--- src/rtl/hazard_scoreboard_pkg.sv ---
// Shared ID-stage definitions: register/pipe geometry, stage indices,
// scoreboard entry layout and the credit-counter width helper.
package hazard_scoreboard_pkg;

  localparam int REG_AW     = 5;
  localparam int PIPE_DEPTH = 3;

  localparam int IDX_EX  = 0;
  localparam int IDX_MEM = 1;
  localparam int IDX_SAD = 2;

  typedef struct packed {
    logic              v;
    logic [REG_AW-1:0] wreg;
  } sb_entry_t;

  // Bits needed to hold 0..max_credits inclusive.
  function automatic int credit_w(input int max_credits);
    return (max_credits < 1) ? 1 : $clog2(max_credits + 1);
  endfunction

endpackage

--- src/rtl/hazard_scoreboard_if.sv ---
// ID-stage decoder <-> hazard scoreboard bundle. The decoder side (master)
// drives operand/destination info and consumes the stall and status.
interface hazard_scoreboard_if
  import hazard_scoreboard_pkg::*;
#(
  parameter int REG_AW = 5,
  parameter int CRED_W = 3,
  parameter int PERF_W = 16
);

  logic                   id_valid;
  logic [REG_AW-1:0]      id_rs;
  logic [REG_AW-1:0]      id_rt;
  logic                   id_rs_used;
  logic                   id_rt_used;
  logic                   id_regwrite;
  logic [REG_AW-1:0]      id_wreg;
  logic                   id_need_buf;
  logic                   id_flush;
  logic                   buf_fill_done;

  logic                   id_stall;
  logic [2**REG_AW-1:0]   pending_mask;
  logic [CRED_W-1:0]      credits;
  logic [PERF_W-1:0]      stall_cycles;
  logic                   err_overflow;

  modport master (
    output id_valid, id_rs, id_rt, id_rs_used, id_rt_used, id_regwrite,
           id_wreg, id_need_buf, id_flush, buf_fill_done,
    input  id_stall, pending_mask, credits, stall_cycles, err_overflow
  );

  modport slave (
    input  id_valid, id_rs, id_rt, id_rs_used, id_rt_used, id_regwrite,
           id_wreg, id_need_buf, id_flush, buf_fill_done,
    output id_stall, pending_mask, credits, stall_cycles, err_overflow
  );

endinterface

--- src/rtl/hazard_scoreboard_buf_credit_counter.sv ---
// SAD buffer-load credit counter: one credit per LBUF issue, one back per
// fill pulse, saturating at BUF_CREDITS with a sticky overflow flag.
module buf_credit_counter
  import hazard_scoreboard_pkg::*;
#(
  parameter int BUF_CREDITS  = 4,
  parameter int INIT_CREDITS = 0
) (
  input  logic                             Clk,
  input  logic                             Reset_n,
  input  logic                             take_i,
  input  logic                             give_i,
  output logic [credit_w(BUF_CREDITS)-1:0] credits_o,
  output logic                             empty_o,
  output logic                             err_overflow_o
);

  localparam int                CRED_W    = credit_w(BUF_CREDITS);
  localparam logic [CRED_W-1:0] CRED_MAX  = CRED_W'(BUF_CREDITS);
  localparam logic [CRED_W-1:0] CRED_INIT = CRED_W'(INIT_CREDITS);

  logic [CRED_W-1:0] credits_q, credits_d;
  logic              err_q, err_d;

  // take is only ever asserted with credits > 0, so no underflow guard here.
  always_comb begin
    credits_d = credits_q;
    err_d     = err_q;
    case ({take_i, give_i})
      2'b10: credits_d = credits_q - 1'b1;
      2'b01: begin
        if (credits_q == CRED_MAX) err_d = 1'b1;
        else                       credits_d = credits_q + 1'b1;
      end
      default: ;
    endcase
  end

  always_ff @(posedge Clk or negedge Reset_n) begin
    if (!Reset_n) begin
      credits_q <= CRED_INIT;
      err_q     <= 1'b0;
    end else begin
      credits_q <= credits_d;
      err_q     <= err_d;
    end
  end

  assign credits_o      = credits_q;
  assign empty_o        = (credits_q == '0);
  assign err_overflow_o = err_q;

endmodule

--- src/rtl/hazard_scoreboard.sv ---
// Decode-stage RAW hazard detection: shift scoreboard of in-flight
// destinations, optional forwarding cut-off and buffer-credit stall.
module hazard_scoreboard
  import hazard_scoreboard_pkg::*;
#(
  parameter int REG_AW       = hazard_scoreboard_pkg::REG_AW,
  parameter int PIPE_DEPTH   = hazard_scoreboard_pkg::PIPE_DEPTH,
  parameter int FWD_STAGE    = PIPE_DEPTH,
  parameter int BUF_CREDITS  = 4,
  parameter int INIT_CREDITS = 0,
  parameter int PERF_W       = 16
) (
  input  logic         Clk,
  input  logic         Reset_n,
  hazard_scoreboard_if.slave bus
);

  localparam int NREG   = 2**REG_AW;
  localparam int CRED_W = credit_w(BUF_CREDITS);

  sb_entry_t         sb_q [PIPE_DEPTH];
  sb_entry_t         sb_d [PIPE_DEPTH];
  logic [NREG-1:0]   mask_q, mask_d;
  logic [PERF_W-1:0] stall_q, stall_d;

  logic              haz_rs, haz_rt, buf_stall, stall;
  logic              issue, take, cred_empty, err_ovf;
  logic [CRED_W-1:0] credits;

  // Only entries below FWD_STAGE block; later ones are forwarded.
  always_comb begin
    haz_rs = 1'b0;
    haz_rt = 1'b0;
    for (int i = 0; i < FWD_STAGE; i++) begin
      if (sb_q[i].v && (sb_q[i].wreg == bus.id_rs)) haz_rs = 1'b1;
      if (sb_q[i].v && (sb_q[i].wreg == bus.id_rt)) haz_rt = 1'b1;
    end
    haz_rs = haz_rs & bus.id_rs_used & (bus.id_rs != '0);
    haz_rt = haz_rt & bus.id_rt_used & (bus.id_rt != '0);
  end

  assign buf_stall = bus.id_need_buf & cred_empty;
  assign stall     = Reset_n & bus.id_valid & ~bus.id_flush
                   & (haz_rs | haz_rt | buf_stall);
  assign issue     = bus.id_valid & ~stall & ~bus.id_flush
                   & bus.id_regwrite & (bus.id_wreg != '0);
  assign take      = bus.id_need_buf & bus.id_valid & ~stall & ~bus.id_flush;

  // Mask is built from next-state so it lines up with sb_q every cycle.
  always_comb begin
    sb_d[IDX_EX] = issue ? '{v: 1'b1, wreg: bus.id_wreg} : '0;
    for (int i = 1; i < PIPE_DEPTH; i++) sb_d[i] = sb_q[i-1];
    mask_d = '0;
    for (int i = 0; i < PIPE_DEPTH; i++) begin
      if (sb_d[i].v) mask_d[sb_d[i].wreg] = 1'b1;
    end
    mask_d[0] = 1'b0;
    stall_d = stall_q;
    if (stall && !(&stall_q)) stall_d = stall_q + 1'b1;
  end

  always_ff @(posedge Clk or negedge Reset_n) begin
    if (!Reset_n) begin
      for (int i = 0; i < PIPE_DEPTH; i++) sb_q[i] <= '0;
      mask_q  <= '0;
      stall_q <= '0;
    end else begin
      for (int i = 0; i < PIPE_DEPTH; i++) sb_q[i] <= sb_d[i];
      mask_q  <= mask_d;
      stall_q <= stall_d;
    end
  end

  buf_credit_counter #(
    .BUF_CREDITS  (BUF_CREDITS),
    .INIT_CREDITS (INIT_CREDITS)
  ) u_credits (
    .Clk            (Clk),
    .Reset_n        (Reset_n),
    .take_i         (take),
    .give_i         (bus.buf_fill_done),
    .credits_o      (credits),
    .empty_o        (cred_empty),
    .err_overflow_o (err_ovf)
  );

  assign bus.id_stall     = stall;
  assign bus.pending_mask = mask_q;
  assign bus.credits      = credits;
  assign bus.stall_cycles = stall_q;
  assign bus.err_overflow = err_ovf;

endmodule

--- src/flat_wrapper.sv ---
// flat-port wrapper written by rule: the top's interface ports become plain ports
module hazard_scoreboard_flat import hazard_scoreboard_pkg::*;
#(
  parameter int REG_AW       = hazard_scoreboard_pkg::REG_AW,
  parameter int PIPE_DEPTH   = hazard_scoreboard_pkg::PIPE_DEPTH,
  parameter int FWD_STAGE    = PIPE_DEPTH,
  parameter int BUF_CREDITS  = 4,
  parameter int INIT_CREDITS = 0,
  parameter int PERF_W       = 16
)
  (Clk, Reset_n, bus_id_valid, bus_id_rs, bus_id_rt, bus_id_rs_used, bus_id_rt_used, bus_id_regwrite, bus_id_wreg, bus_id_need_buf, bus_id_flush, bus_buf_fill_done, bus_id_stall, bus_pending_mask, bus_credits, bus_stall_cycles, bus_err_overflow);
  hazard_scoreboard_if #(.REG_AW(REG_AW), .CRED_W(3), .PERF_W(PERF_W)) bus_i ();
  input  logic Clk;
  input  logic Reset_n;
  input wire logic [$bits(bus_i.id_valid)-1:0] bus_id_valid;
  input wire logic [$bits(bus_i.id_rs)-1:0] bus_id_rs;
  input wire logic [$bits(bus_i.id_rt)-1:0] bus_id_rt;
  input wire logic [$bits(bus_i.id_rs_used)-1:0] bus_id_rs_used;
  input wire logic [$bits(bus_i.id_rt_used)-1:0] bus_id_rt_used;
  input wire logic [$bits(bus_i.id_regwrite)-1:0] bus_id_regwrite;
  input wire logic [$bits(bus_i.id_wreg)-1:0] bus_id_wreg;
  input wire logic [$bits(bus_i.id_need_buf)-1:0] bus_id_need_buf;
  input wire logic [$bits(bus_i.id_flush)-1:0] bus_id_flush;
  input wire logic [$bits(bus_i.buf_fill_done)-1:0] bus_buf_fill_done;
  output wire logic [$bits(bus_i.id_stall)-1:0] bus_id_stall;
  output wire logic [$bits(bus_i.pending_mask)-1:0] bus_pending_mask;
  output wire logic [$bits(bus_i.credits)-1:0] bus_credits;
  output wire logic [$bits(bus_i.stall_cycles)-1:0] bus_stall_cycles;
  output wire logic [$bits(bus_i.err_overflow)-1:0] bus_err_overflow;
  assign bus_i.id_valid = bus_id_valid;
  assign bus_i.id_rs = bus_id_rs;
  assign bus_i.id_rt = bus_id_rt;
  assign bus_i.id_rs_used = bus_id_rs_used;
  assign bus_i.id_rt_used = bus_id_rt_used;
  assign bus_i.id_regwrite = bus_id_regwrite;
  assign bus_i.id_wreg = bus_id_wreg;
  assign bus_i.id_need_buf = bus_id_need_buf;
  assign bus_i.id_flush = bus_id_flush;
  assign bus_i.buf_fill_done = bus_buf_fill_done;
  assign bus_id_stall = bus_i.id_stall;
  assign bus_pending_mask = bus_i.pending_mask;
  assign bus_credits = bus_i.credits;
  assign bus_stall_cycles = bus_i.stall_cycles;
  assign bus_err_overflow = bus_i.err_overflow;
  hazard_scoreboard #(.REG_AW(REG_AW), .PIPE_DEPTH(PIPE_DEPTH), .FWD_STAGE(FWD_STAGE), .BUF_CREDITS(BUF_CREDITS), .INIT_CREDITS(INIT_CREDITS), .PERF_W(PERF_W)) u_core (.Clk(Clk), .Reset_n(Reset_n), .bus(bus_i));
endmodule
--- config.mk ---
export PLATFORM = sky130hd
export DESIGN_NAME = hazard_scoreboard_flat
export DESIGN_NICKNAME = d
export VERILOG_FILES = /design/src/rtl/hazard_scoreboard_pkg.sv /design/src/rtl/hazard_scoreboard_if.sv /design/src/rtl/hazard_scoreboard_buf_credit_counter.sv /design/src/rtl/hazard_scoreboard.sv /design/src/flat_wrapper.sv
export SDC_FILE = /design/constraint.sdc
export NUM_CORES = 1
export LEC_CHECK = 0
export ABC_AREA = 0
export CAP_MARGIN = 0
export CORE_ASPECT_RATIO = 1.25
export CORE_MARGIN = 3
export CORE_UTILIZATION = 65
export DETAILED_ROUTE_END_ITERATION = 10
export DONT_BUFFER_PORTS = 1
export PLACE_DENSITY = 0.83
export REMOVE_ABC_BUFFERS = 1
export SKIP_LAST_GASP = 1
export SLEW_MARGIN = 10
export SYNTH_ARGS = -nofsm -noshare
export SYNTH_HDL_FRONTEND = slang
export SYNTH_SLANG_ARGS = --single-unit
--- constraint.sdc ---
create_clock -name Clk -period 4.5 [get_ports Clk]
set_input_delay 0.45 -clock Clk [delete_from_list [all_inputs] [get_ports Clk]]
set_output_delay 0.45 -clock Clk [all_outputs]
set_load 0.01 [all_outputs]
==> results.txt <==
----------------------------------------------------
[Status]
  Result of the run ... completed

[Route]
  Routed WL per cell ... 21.56 µm
  Initial DRC Count ... 232
  Count of TritonRoute iterations in the first routing pass ... 6
  Drc violations ... 0
  Via density ... 6.977
  Final WL ... 8322 µm
  Total via count after detailed routing ... 2693
  Antenna Nets Post-Route ... 0

[STA]
  Setup slack of the critical path after layout ... 1451 ps
  Worst setup skew after layout ... 8.985 ps
  Post-route clock period utilization ... 67.76%
  Hold violation count in the final report ... 0
  Least-Margin Pin Slew ... 1080 ps
  Setup TNS ... 0 ps
  Tmin final ... 3049 ps
  Maximum clock frequency ... 328.0 MHz
  Max-slew violation total from the final report ... 0
  Worst-case hold slack ... 201.9 ps
  Setup repair after global routing missed its margin ... false
  Setup Viol. Count Final ... 0
  Max-slew headroom at the worst pin ... 27.82%

[Cells and area]
  P&R area growth vs syn ... 7.418%
  Non-filler cells in the finished layout ... 386
  Number of inserted diodes ... 0
  Net total in the final layout ... 347
  Most common cell after layout, fill and taps aside ... dfrtp_1
  Fraction of final layout cells sized beyond drive strength 1 ... 7.055%
  Most frequent cells in the layout ... 69 x dfrtp_1, 31 x a22oi_1, 26 x xor2_1

[Clock network]
  Number of levels in the clock H-tree ... 3
  Clock buffer depth ... 2
  TritonCTS Buffers ... 9
  Clock insertion delay at the later pin of the skew report ... 340 ps
  Buffer cell driving the clock tree root ... clkbuf_8
  Clock tree from TritonCTS ... built
  Clk pin slew, worst setup/hold paths ... 70 ps
  Clock Sinks ... 69

[Placed design]
  Number of placed instances with taps included ... 368
  Minimum setup slack after placement ... 1480 ps
  Final GP Congestion ... 0.9178
  DPL Wire Length ... 5779 µm
  Number of buffer cells added on primary ports ... 0

[Setup path]
  Worst Setup Start Kind ... flop
  R2R depth ... 10
  Crit path launch ... u_core.sb_d[3]$_DFF_PN0_
  Standard cell with the maximum stage delay on the critical path ... dfrtp_1
  Sequence of cells on the critical path ... xor2_1 -> nor4_1 -> nand3_1 -> a31oi_1 -> o31ai_4 -> a31oi_2 -> inv_1 -> fa_1 -> and4b_1 -> nor4_1
  Critical Path RT ... 4740 ps
  Crit path capture type ... flop
  CP Max Fanout ... 11
  Data arrival at the endpoint of the critical path ... 3290 ps
  Crit Reg-Reg Startpoint ... u_core.sb_d[3]$_DFF_PN0_
  Type of the worst setup path ... reg -> reg
  Largest stage delay on the critical path ... 510 ps
  Reg2reg end ... u_core.u_credits.credits_o[2]$_DFFE_PN0P_
  Most used cell, CP ... nor4_1
  R2r setup slk ... 1450 ps

[Global routing]
  Total Routing Usage GR ... 28.10%
  Vias in the first global route ... 2691
  Maximum number of pins on one net before global-route repair ... 70
  Antenna violations before repair ... 0
  GRT Residual Overflow ... 0
  Wire length of the first global-routing pass ... 13220 µm

[Logic synthesis]
  Number of cells produced by synthesis ... 320
  Synthesis warning total ... 0
  Number of storage elements in the synthesis netlist ... 69
  Unique masters post-synth ... 47
  Netlist area before placement ... 3407 µm²
  Fraction of the yosys area taken by sequential cells ... 50.68%
  Avg Cell Area, Syn ... 10.65 µm²

[Power and ir drop]
  Power density relative to cell area ... 374.0 nW/µm²
  Maximum vdd ir drop ... 290.8 µV
  Static leakage power ... 0.001609 µW

[Min path]
  Hold-critical path endpoint ... u_core.bus.pending_mask[17]$_DFF_PN0_
  Worst min-delay path category ... in -> reg
  Count of cells along the worst hold path ... 1
  Start point of the worst min-delay path ... bus_id_wreg[2]

[Floorplan]
  Row count ... 28
  Ports ... 77
  Core outline area ... 4905 µm²
  DIE HEIGHT ... 86.95 µm
  Initial standard-cell utilization of the core ... 69.46%
  Die area ... 6152 µm²
  Horiz. Die Dim ... 70.76 µm

[Flow run]
  Number of violations of the max-capacitance limit ... 0

----------------------------------------------------
[state kept, by name, indices dropped and copies added, names as in the netlist]
signal                           count
u_core.bus.pending_mask             31
u_core.bus.stall_cycles             16
u_core.sb_d                         12
u_core.sb_q                          6
u_core.u_credits.credits_o           3
u_core.u_credits.err_overflow_o      1
[logic make-up (layout without fill, tap and decap cells)]
logic type | after synthesis | count (layout) | synth area share [%]
AOI/OAI and AO/OA | 76 | 76 | 16.42
xor gates and xnor gates | 44 | 44 | 11.31
adders and majority gates | 2 | 2 | 0.9548
buffers and inverters | 19 | 25 | 2.461
DFF | 69 | 69 | 50.68
muxes | 3 | 3 | 0.9548
other | 1 | 1 | 0.1101
and+or+nand+nor | 106 | 106 | 17.11
[worst max-delay path, delay by kind of cell (launching register included)]
| family | cells | cell delay [ps] |
|---|---|---|
| AOI/OAI and AO/OA | 3 | 810 |
| xor gates and xnor gates | 1 | 210 |
| and+or+nand+nor | 4 | 890 |
| buffers and inverters | 1 | 100 |
| adders and majority gates | 1 | 420 |
| DFF | 1 | 510 |
[worst max-delay path by stage]
stage,to,slack (ps),cells after the start
after floorplan,u_core.u_credits.credits_o[2]$_DFFE_PN0P_,1770,10
after global placement,u_core.u_credits.credits_o[2]$_DFFE_PN0P_,1600,10
after detailed placement,u_core.u_credits.credits_o[2]$_DFFE_PN0P_,1480,10
after CTS,u_core.u_credits.credits_o[2]$_DFFE_PN0P_,1470,10
after global routing,u_core.u_credits.credits_o[2]$_DFFE_PN0P_,1190,10
final,u_core.u_credits.credits_o[2]$_DFFE_PN0P_,1450,10
[area by class of cell]
class                   instances  area [µm²]
inverters                       7       26.28
clock buffers                   9       123.9
repair buffers                  2       37.54
flip-flops and latches         69        1727
well taps                      60       75.07
multi-input cells             232        1597
fillers                       332        1245
clock inverters                 7       73.82
[timing repair]
action | in CTS | in global routing
endpoints found under the setup margin | 0 | 0
endpoints found under the hold margin | 69 | 0
hold buffers | 2 | 0
resized for setup | 0 | 0
buffers inserted | 0 | 0
[routing by layer]
layer | vias up | GRT usage (%) | wire, µm
li1 | 1193 | - | -
met1 | 1313 | 33.10 | 3140
met2 | 161 | 46.33 | 4157
met3 | 26 | 9.931 | 810
met4 | 0 | 12.48 | 214
met5 | - | 0 | 0
[Yosys cell counts (all sizes together)]
master,count,area share [%]
dfrtp,69,51
a22oi,31,6.8
nand2,26,2.9
xor2,26,6.7
xnor2,18,4.6
o21ai,17,2.5
nor2,15,1.7
nand3,14,2.2
nor3b,12,2.6
o41ai,11,2.8
buf,10,1.5
o31ai,9,2.4
and3,8,1.5
nand4,8,1.5
nor4,8,1.7
inv,7,0.77
a31oi,4,0.92
nor3,3,0.44
clkbuf,2,0.22
mux2,2,0.66
nand2b,2,0.37
or4,2,0.44
a21boi,1,0.22
a31o,1,0.26
and2,1,0.18
and3b,1,0.26
and4,1,0.26
and4b,1,0.29
conb,1,0.11
fa,1,0.59
ha,1,0.37
mux2i,1,0.29
nand3b,1,0.22
nor2b,1,0.18
nor4b,1,0.26
o211ai,1,0.22
o31a,1,0.26
or3,1,0.18
[power by group]
group          internal, µW  switching [µW]  total, µW
Clock                   257             238        495
Combinational          69.5            89.9        159
Sequential              649            65.0        714
[through the flow]
step                      cell area [µm²]  util (%)  power (µW)
final                                3660     74.62        1369
after floorplan                      3349         -       823.9
after global routing                 3660     74.62        1428
after detailed placement             3425     69.82       864.7
after global placement               3425     69.82       853.6
after CTS                            3660     74.62        1375
Note: power is estimated with default switching activity, not from simulation.
==> edit 1 (same flow settings) <==
Reset style: synchronous (`Reset_n`), changed in 2 clocked blocks.
--- a/src/rtl/hazard_scoreboard_buf_credit_counter.sv
+++ b/src/rtl/hazard_scoreboard_buf_credit_counter.sv
@@ -37,5 +37,5 @@
   end
 
-  always_ff @(posedge Clk or negedge Reset_n) begin
+  always_ff @(posedge Clk) begin
     if (!Reset_n) begin
       credits_q <= CRED_INIT;
--- a/src/rtl/hazard_scoreboard.sv
+++ b/src/rtl/hazard_scoreboard.sv
@@ -60,5 +60,5 @@
   end
 
-  always_ff @(posedge Clk or negedge Reset_n) begin
+  always_ff @(posedge Clk) begin
     if (!Reset_n) begin
       for (int i = 0; i < PIPE_DEPTH; i++) sb_q[i] <= '0;
Behaviour: differs if Reset_n is asserted again (counterexample within 4 cycles, from zero or initial values and one cycle with Reset_n low); with Reset_n held inactive, the same outputs for 10 cycles.
==> edit 1 against the unedited design <==
First-iteration DRC count is 34% higher. Sequential power is 11% lower. Total power is 1.8% lower. Routed wire length is 13% higher. Maximum frequency is 4.1% lower. Synthesized cell count is 33% higher. Sequential cell count stayed put. Sequential share of layout area is 10 points lower. Critical path depth stayed put. Final area is 1.9% higher. Synthesized area is 3.8% higher. Setup slack worse by 0.13 ns. Clock skew is 0.0031 ns lower. Global-route usage is 2.7 points higher. Critical endpoint is now u_core.u_credits.credits_o[2]. Largest cell class is now multi-input combinational cells. Highest routed layer unchanged.
==> edit 1: results (changes against the unedited design) <==
metric,value,unit,change
slowest_delay,0.55,ns,+0.04 ns
grt_usage,30.8,%,+2.7 points
worstHoldStart,Reset_n,,
grt_max_degree,63,,-10%
fin_nets,427,,+23%
synthArstFlopShare,0,%,-100 points
gp_congestion,0.926,,+0.94%
drive_gt1_share,6.40,%,-0.65 points
p_leak,1.23,nW,-24%
nFillCells,398,,+20%
critPathArrivalTime,3.42,ns,+0.13 ns
peakVddDrop,0.321,mV,+11%
finClkSkew,0.00589,ns,-0.00309 ns
synthMuxAreaShare,1.13,%,+0.18 points
synth_flop_cell,dfxtp_1,,
min_to,u_core.bus.pending_mask[19],,
seq-power,0.632,mW,-11%
intPower,1.03,mW,+6.0%
wl_met3,870,µm,+7.4%
synth.area.top_cells,"dfxtp_1 (39%), o22ai_1 (6.0%), o31ai_1 (4.9%)",,
wl_met2,4700,µm,+13%
place_area,3480,µm²,+1.7%
ys_seq_area_share,39.1,%,-12 points
min_path_cells,2,,+1
power_density,360,nW/µm²,-3.6%
viasPerCell,6.99,,+0.12%
status,completed,,
r2r-end,u_core.u_credits.credits_o[2],,
synth_compound_area_share,20.1,%,+3.7 points
grt_pass1_wl,15400,µm,+17%
timing.rr.start,u_core.sb_q[0][9],,
maxSlewHeadroom,41.5,%,+14 points
grt_pass1_vias,3270,,+22%
drt-initial-drc-count,312,,+34%
synthTopCellsByCount,"dfxtp_1 (69), nand2_1 (45), o22ai_1 (34)",,
p_clk,0.622,mW,+26%
cp_slowest_cell,dfxtp_1,,
-- edit 1: changes by cell type after synthesis, moves of 15 or more --
cell / delta
o22ai_1: +34
nand2_1: +20
o31ai_1: +15
nor3_1: +15
dfxtp_1: +69
dfrtp_1: -69
clkbuf_1: +27
a22oi_1: -31
-- edit 1: per-layer routing --
metal,track usage (%),up-vias
met1,34.2,1512
met3,7.84,46
li1,-,1509
met4,16.4,0
met5,0,-
met2,53.9,202
-- edit 1: worst max path at each step --
stage / from / end / slack [ns] / cells after the start
final: u_core.sb_q[0][9] / u_core.u_credits.credits_o[2] / 1.32 / 10
after global routing: u_core.sb_q[0][3] / u_core.u_credits.credits_o[2] / 1.03 / 10
after CTS: u_core.sb_q[0][9] / u_core.u_credits.credits_o[2] / 1.34 / 10
after detailed placement: u_core.sb_q[0][9] / u_core.u_credits.credits_o[2] / 1.35 / 10
after global placement: u_core.sb_q[0][4] / u_core.u_credits.credits_o[2] / 1.53 / 10
after floorplan: bus_id_rs[3] / u_core.u_credits.credits_o[2] / 1.63 / 10
-- edit 1: area by class of cell --
| cell class | instances | area (µm²) | share of cell area [%] |
|---|---|---|---|
| clock buffer | 10 | 138 | 3.69 |
| clock inverter | 6 | 109 | 2.92 |
| inverter | 8 | 30.0 | 0.805 |
| multi-input combinational | 312 | 1990 | 53.3 |
| sequential | 69 | 1380 | 37.0 |
| tap | 62 | 77.6 | 2.08 |
| timing repair buffer | 1 | 7.51 | 0.201 |
-- edit 1: stage by stage --
stage / hold slack, ns / std cells / utilization (%)
4_1_cts: 0.222 / 468 / 72.4
3_3_place_gp: 0.517 / 452 / 67.6
3_5_place_dp: 0.533 / 452 / 67.6
2_1_floorplan: 0.504 / 389 / -
6_report: 0.226 / 468 / 72.4
5_1_grt: 0.223 / 468 / 72.4
==> edit 2 (same settings) <==
Made on the original files. Change the package constant `PIPE_DEPTH` from 3 to 6.
--- a/src/rtl/hazard_scoreboard_pkg.sv
+++ b/src/rtl/hazard_scoreboard_pkg.sv
@@ -4,5 +4,5 @@
 
   localparam int REG_AW     = 5;
-  localparam int PIPE_DEPTH = 3;
+  localparam int PIPE_DEPTH = 6;
 
   localparam int IDX_EX  = 0;
Function: changed (Yosys sat finds a counterexample within 10 cycles, from zero or initial values and one cycle with Reset_n low).
==> edit 2 against the unedited design <==
Setup slack worse by 0.32 ns. Sequential cell count is 18 higher. Total power is 26% higher. Routed wire length is 84% higher. First-iteration DRC count is 130% higher. Synthesized area is 59% higher. Final area is 51% higher. Critical path type unchanged. Largest cell class is now multi-input combinational cells. Largest power group unchanged. Highest routed layer is now met5.
==> edit 2: results (changes against the unedited design) <==
metric,value,unit,change
peakVddDrop,0.281,mV,-3.5%
dp_cells,622,,+69%
synth_xor_area_share,12.1,%,+0.83 points
yosys.cell_types.count,57,,+21%
clk_pin_slew,0.09,ns,+0.02 ns
hpwl,10800,µm,+87%
period_minus_slack,3.37,ns,+0.319 ns
grt_usage,32.9,%,+4.8 points
r2r-end,u_core.u_credits.credits_o[1],,
use_met2,49.0,%,+2.6 points
fin_nets,566,,+63%
place_ws,1.19,ns,-0.294 ns
fin_hold_ws,0.226,ns,+0.0242 ns
ys_seq_area_share,40.2,%,-10 points
startpoint,u_core.sb_d[26],,
synth_fa_ha_area_share,0.601,%,-0.35 points
p_leak,2.38,nW,+48%
grt_max_degree,88,,+26%
worstPathMaxFanout,13,,+2
stdcell_count,640,,+66%
place_area,5260,µm²,+54%
grt_pass1_vias,4306,,+60%
synth_compound_area_share,16.6,%,+0.17 points
status,completed,,
grt_pass1_wl,23400,µm,+77%
r2r_slack,1.13,ns,-0.32 ns
wl_met2,6970,µm,+68%
drt_pre_antenna_iters,5,,-1
drt-initial-drc-count,531,,+130%
min_to,u_core.sb_d[26],,
slowest_delay,0.72,ns,+0.21 ns
use_met1,43.8,%,+11 points
antenna_found_initial,1,,+1
viasPerCell,7.13,,+2.3%
worstSkewPairLatency,0.37,ns,+0.03 ns
synth.area.top_cells,"dfrtp_1 (40%), xor2_1 (10%), nand3_1 (3.3%)",,
syn_avg_cell_area,9.39,µm²,-12%
synthTopCellsByCount,"dfrtp_1 (87), xor2_1 (62), nor2_1 (47)",,
ff2ff_path_depth,11,,+1
synthMuxAreaShare,0.786,%,-0.17 points
critPathArrivalTime,3.63,ns,+0.34 ns
finClkSkew,0.0122,ns,+0.00323 ns
-- edit 2: cell types whose count changed in the layout (fill, tap and decap cells not counted), moves of 14 or more --
| cell | change |
|---|---|
| nor3_1 | +25 |
| xor2_1 | +36 |
| nand3_1 | +23 |
| dfrtp_1 | +18 |
| a21oi_1 | +14 |
| a22o_1 | +15 |
| o22ai_1 | +23 |
| nor2_1 | +32 |
| nand3b_1 | +14 |
| a22oi_1 | -30 |
-- edit 2: cell type report --
class,instances,area (µm²)
Sequential cell,87,2180
Tap cell,95,119
Multi-Input combinational cell,428,2910
Timing Repair Buffer,3,45.0
Inverter,11,41.3
Clock buffer,9,124
Clock inverter,7,95.1
Fill cell,613,2410
-- edit 2: where the power goes --
| part | switching (mW) | internal [mW] | leakage, nW | total, mW |
|---|---|---|---|---|
| clock network | 0.275 | 0.314 | 0.110 | 0.589 |
| logic | 0.120 | 0.102 | 1.08 | 0.222 |
| registers | 0.0886 | 0.821 | 1.19 | 0.910 |
| total | 0.484 | 1.24 | 2.38 | 1.72 |
